File: config.mk
export PLATFORM = sky130hd
export DESIGN_NAME = rca16_result_stage
export DESIGN_NICKNAME = d
export VERILOG_FILES = /design/src/rtl/rca16_result_stage.sv
export SDC_FILE = /design/constraint.sdc
export NUM_CORES = 1
export LEC_CHECK = 0
export ABC_AREA = 1
export CORE_MARGIN = 10
export CORE_UTILIZATION = 25
export DETAILED_ROUTE_END_ITERATION = 16
export GPL_ROUTABILITY_DRIVEN = 1
export PLACE_DENSITY = 0.46
export SYNTH_ARGS = -nofsm -noshare
export SYNTH_HDL_FRONTEND = slang
export SYNTH_SLANG_ARGS = --single-unit
File: constraint.sdc
create_clock -name clk -period 3.5 [get_ports clk]
set_input_delay 0.7 -clock clk [delete_from_list [all_inputs] [get_ports clk]]
set_output_delay 0.7 -clock clk [all_outputs]
set_load 0.01 [all_outputs]
File: src/rtl/rca16_result_stage.sv
// Result capture FIFO for the 16-bit ripple-carry adder: stores Sum plus carry/zero/overflow flags.
// Optional macro RCA_STICKY_FLAGS_EN adds sticky carry/overflow flags with a synchronous clear.
module rca16_result_stage #(
    parameter int WIDTH = 16,
    parameter int DEPTH = 2
) (
    input  logic                     clk,
    input  logic                     rst_n,
    input  logic                     in_valid,
    output logic                     in_ready,
    input  logic [WIDTH-1:0]         sum_i,
    input  logic                     cout_i,
    input  logic                     a_msb_i,
    input  logic                     b_msb_i,
    output logic                     out_valid,
    input  logic                     out_ready,
    output logic [WIDTH-1:0]         out_sum,
    output logic                     out_carry,
    output logic                     out_zero,
    output logic                     out_ovf,
`ifdef RCA_STICKY_FLAGS_EN
    input  logic                     clr_sticky,
    output logic                     sticky_carry,
    output logic                     sticky_ovf,
`endif
    output logic [$clog2(DEPTH):0]   count
);

    localparam int PW = $clog2(DEPTH);
    localparam int CW = PW + 1;
    localparam int EW = WIDTH + 3;

    logic [EW-1:0]    mem [DEPTH];
    logic [PW-1:0]    wr_ptr_reg, wr_ptr_next;
    logic [PW-1:0]    rd_ptr_reg, rd_ptr_next;
    logic [CW-1:0]    count_reg, count_next;
    logic [EW-1:0]    head_reg, head_next;
    logic             push, pop;
    logic             in_zero, in_carry, in_ovf;
    logic [EW-1:0]    in_entry;

    assign in_ready  = (count_reg != CW'(DEPTH));
    assign out_valid = (count_reg != '0);
    assign push      = in_valid & in_ready;
    assign pop       = out_valid & out_ready;

    assign in_zero   = (sum_i == '0);
    assign in_carry  = cout_i;
    assign in_ovf    = (a_msb_i == b_msb_i) && (sum_i[WIDTH-1] != a_msb_i);
    assign in_entry  = {in_ovf, in_zero, in_carry, sum_i};

    assign wr_ptr_next = push ? wr_ptr_reg + PW'(1) : wr_ptr_reg;
    assign rd_ptr_next = pop  ? rd_ptr_reg + PW'(1) : rd_ptr_reg;

    always_comb begin
        count_next = count_reg;
        case ({push, pop})
            2'b10:   count_next = count_reg + CW'(1);
            2'b01:   count_next = count_reg - CW'(1);
            default: count_next = count_reg;
        endcase
    end

    // The output registers are loaded with whatever will be at the head next cycle.
    // If the FIFO drains to the entry being written right now, take it from the input.
    always_comb begin
        head_next = head_reg;
        if (count_next != '0) begin
            if (push && ((count_reg - CW'(pop)) == '0)) begin
                head_next = in_entry;
            end else begin
                head_next = mem[rd_ptr_next];
            end
        end
    end

    always_ff @(posedge clk) begin
        if (push) begin
            mem[wr_ptr_reg] <= in_entry;
        end
    end

    always_ff @(posedge clk or negedge rst_n) begin
        if (!rst_n) begin
            wr_ptr_reg <= '0;
            rd_ptr_reg <= '0;
            count_reg  <= '0;
            head_reg   <= '0;
        end else begin
            wr_ptr_reg <= wr_ptr_next;
            rd_ptr_reg <= rd_ptr_next;
            count_reg  <= count_next;
            head_reg   <= head_next;
        end
    end

    assign out_sum   = head_reg[WIDTH-1:0];
    assign out_carry = head_reg[WIDTH];
    assign out_zero  = head_reg[WIDTH+1];
    assign out_ovf   = head_reg[WIDTH+2];
    assign count     = count_reg;

`ifdef RCA_STICKY_FLAGS_EN
    logic sticky_carry_reg, sticky_ovf_reg;

    // A setting push beats a clear in the same cycle.
    always_ff @(posedge clk or negedge rst_n) begin
        if (!rst_n) begin
            sticky_carry_reg <= 1'b0;
            sticky_ovf_reg   <= 1'b0;
        end else begin
            if (push && in_carry) begin
                sticky_carry_reg <= 1'b1;
            end else if (clr_sticky) begin
                sticky_carry_reg <= 1'b0;
            end
            if (push && in_ovf) begin
                sticky_ovf_reg <= 1'b1;
            end else if (clr_sticky) begin
                sticky_ovf_reg <= 1'b0;
            end
        end
    end

    assign sticky_carry = sticky_carry_reg;
    assign sticky_ovf   = sticky_ovf_reg;
`endif

endmodule

==> load_flow_metrics.sql <==
INSERT INTO impl_metrics (metric_group, metric, value, unit) VALUES
('worst_setup_path', 'worst_ep_arrival_time', '2.66', 'ns'),
('pwr', 'power.density_cell_area', '941', 'nW/um2'),
('timing', 'setup_violations', '0', ''),
('die', 'core-area', '10900', 'um2'),
('logic_synthesis', 'syn_inst', '314', ''),
('worst_setup_path', 'critical_path.reg2reg.endpoint', 'head_reg[9]$_DFFE_PN0P_', ''),
('route', 'topRoutingLayerUsed', 'met4', ''),
('logic_synthesis', 'mappedNetlistNets', '338', ''),
('route', 'route.detailed.wl_per_inst', '13.3', 'um'),
('final_layout', 'diodes_inserted', '0', ''),
('timing', 'timing.fmax', '420', 'MHz'),
('run_status', 'outcome', 'complete, no violations', ''),
('logic_synthesis', 'synth_most_common_cell', 'sky130_fd_sc_hd__nand2_1', ''),
('grt', 'maximum_number_of_pins_on_one_net_before_global_route_repair', '24', ''),
('cts', 'post_cts_buffers', '0', ''),
('worst_setup_path', 'r2r_cells', '11', ''),
('cts', 'clock_tree.buffer_depth', '2', ''),
('logic_synthesis', 'yosys.cell_types.count', '20', ''),
('worst_setup_path', 'crit_path_end_kind', 'flop', ''),
('min_path', 'hold_path_depth', '2', ''),
('timing', 'final_min_period_over_clock_period', '68.0', '%'),
('die', 'top_level_ports', '46', ''),
('logic_synthesis', 'synth_largest_type_area_fraction', '41.0', '%'),
('timing', 'totalNegativeSetupSlack', '0', 'ns'),
('logic_synthesis', 'ys_ff_latch', '61', ''),
('die', 'placement_rows', '38', ''),
('route', 'drt-vias-per-instance', '3.97', ''),
('grt', 'first_global_vias', '2124', ''),
('cts', 'clkTransAtPathRegs', '0.07', 'ns'),
('worst_setup_path', 'critical_path_required', '3.78', 'ns'),
('place', 'place_hpwl', '4490', 'um'),
('grt', 'gr-total-overflow', '0', ''),
('die', 'start_util', '25.6', '%'),
('grt', 'gr-usage-all-layers', '8.95', '%'),
('route', 'detailroute.wirelength.met3', '328', 'um'),
('final_layout', 'final_layout_size_suffix_gt1_share', '8.09', '%'),
('worst_setup_path', 'critical_path_class', 'primary input to flop', ''),
('pwr', 'pwr-share-comb', '46.8', '%'),
('logic_synthesis', 'synth-warning-count', '0', ''),
('route', 'wirelength', '6800', 'um'),
('logic_synthesis', 'synth_enable_flop_cells', '38', ''),
('cts', 'tritoncts_clock_tree', 'built', ''),
('worst_setup_path', 'reg2reg_from', 'count[0]$_DFF_PN0_', ''),
('cts', 'clk_latency', '0.34', 'ns'),
('timing', 'finalHoldViolations', '0', ''),
('worst_setup_path', 'start_kind', 'primary input', ''),
('logic_synthesis', 'async_reset_ff_share', '37.7', '%'),
('cts', 'cts-hold-fix-buffers', '0', ''),
('pwr', 'irDropWorstVdd', '493', 'uV'),
('timing', 'grt_setup_unrepaired', 'no', ''),
('worst_setup_path', 'r2r_slack', '1.32', 'ns'),
('timing', 'maxSlewHeadroom', '46.1', '%'),
('pwr', 'share_seq_of_total_power', '34.0', '%'),
('cts', 'cts_max_level', '3', ''),
('timing', 'max_clock_skew', '0.00902', 'ns'),
('logic_synthesis', 'synthesis.area', '2780', 'um2'),
('final_layout', 'fillcell_total', '1159', ''),
('route', 'first_drt_iteration_drcs', '45', ''),
('place', 'place.gp.congestion', '0.742', ''),
('place', 'port_buffers', '45', ''),
('final_layout', 'area_growth_syn_to_layout', '28.9', '%'),
('logic_synthesis', 'synth_sequential_area_ratio', '61.7', '%'),
('worst_setup_path', 'start_point_of_the_critical_path', 'out_ready', ''),
('cts', 'cts_repair_resize_count', '0', ''),
('pwr', 'cell_internal_pwr', '2.02', 'mW'),
('die', 'fp.dieW', '126', 'um'),
('route', 'route.vias.total', '2031', ''),
('timing', 'tightestPinTransition', '0.806', 'ns'),
('final_layout', 'fin_nets', '390', ''),
('logic_synthesis', 'dominantRegCellSynth', 'sky130_fd_sc_hd__edfxtp_1', ''),
('logic_synthesis', 'mean_cell_area_of_the_mapped_netlist', '8.87', 'um2');
[logic make-up (layout without fill, tap and decap cells)]
family                     count (synthesis)  count (layout)  synth area share [%]
AOI/OAI and AO/OA                          3               3                 0.629
xor gates and xnor gates                   1               1                 0.315
adders and majority gates                  1               1                 0.449
buffers and inverters                     57             114                  9.08
DFF                                       61              61                  61.7
and+or+nand+nor                          191             191                  27.9
[layer usage]
metal / GRT usage (%) / vias to the layer above
met1: 10.4 / 920
met2: 14.7 / 36
met3: 2.53 / 10
met5: 0 / -
li1: - / 1065
met4: 4.67 / 0
[metrics by stage]
stage | instance area (um2) | util, % | std cells | worst slack [ns] | total power [mW]
2_1_floorplan | 2780 | - | 314 | 1.50 | 2.21
3_3_place_gp | 3370 | 31.0 | 495 | 0.817 | 2.78
3_5_place_dp | 3370 | 31.0 | 495 | 0.763 | 2.79
4_1_cts | 3590 | 33.0 | 511 | 1.11 | 3.46
5_1_grt | 3590 | 33.0 | 511 | 0.911 | 3.71
6_report | 3590 | 33.0 | 511 | 1.12 | 3.38
[layout by cell type (no fill, tap or decap), types with 2 or more instances in the layout]
cell type                         count
sky130_fd_sc_hd__buf_4                5
sky130_fd_sc_hd__nand3_1             22
sky130_fd_sc_hd__nand2_4              2
sky130_fd_sc_hd__clkinv_2             2
sky130_fd_sc_hd__inv_1               44
sky130_fd_sc_hd__clkbuf_8            11
sky130_fd_sc_hd__dfrtp_1             23
sky130_fd_sc_hd__inv_2                4
sky130_fd_sc_hd__nand2_2              2
sky130_fd_sc_hd__clkbuf_16            2
sky130_fd_sc_hd__clkdlybuf4s50_1     45
sky130_fd_sc_hd__nand2_1            149
sky130_fd_sc_hd__nor2_1              13
sky130_fd_sc_hd__edfxtp_1            38
[final cells by class]
class / instances / share of cell area (%)
sequential: 61 / 47.8
multi-input combinational: 196 / 22.7
timing repair buffer: 50 / 13.6
clock buffer: 14 / 5.72
inverter: 48 / 5.02
tap: 140 / 4.88
clock inverter: 2 / 0.279
[critical path: stages]
cell	delay [ns]
sky130_fd_sc_hd__clkdlybuf4s50_1	0.47
sky130_fd_sc_hd__nand2_2	0.12
sky130_fd_sc_hd__inv_1	0.05
sky130_fd_sc_hd__ha_1	0.29
sky130_fd_sc_hd__xor2_1	0.23
sky130_fd_sc_hd__nand3_2	0.09
sky130_fd_sc_hd__buf_4	0.21
sky130_fd_sc_hd__inv_2	0.30
sky130_fd_sc_hd__nand2_1	0.11
sky130_fd_sc_hd__nand2_1	0.08
[power groups by stage]
stage,registers [mW],logic [mW],clock network (mW)
CTS,1.15,1.63,0.672
detailed placement,1.16,1.63,0
floorplan,1.21,1.01,0
global route,1.18,1.83,0.702
finish,1.15,1.58,0.651
global placement,1.17,1.61,0
[worst min path at each step]
| stage | start | endpoint | slack (ns) |
|---|---|---|---|
| floorplan | rst_n | count[0]$_DFF_PN0_ | 0.40 |
| global placement | head_reg[18]$_DFFE_PN0P_ | head_reg[18]$_DFFE_PN0P_ | 0.47 |
| detailed placement | head_reg[18]$_DFFE_PN0P_ | head_reg[18]$_DFFE_PN0P_ | 0.47 |
| CTS | head_reg[7]$_DFFE_PN0P_ | head_reg[7]$_DFFE_PN0P_ | 0.49 |
| global route | head_reg[14]$_DFFE_PN0P_ | head_reg[14]$_DFFE_PN0P_ | 0.52 |
| finish | head_reg[18]$_DFFE_PN0P_ | head_reg[18]$_DFFE_PN0P_ | 0.48 |
No activity file was read; power rests on OpenSTA's default activity.
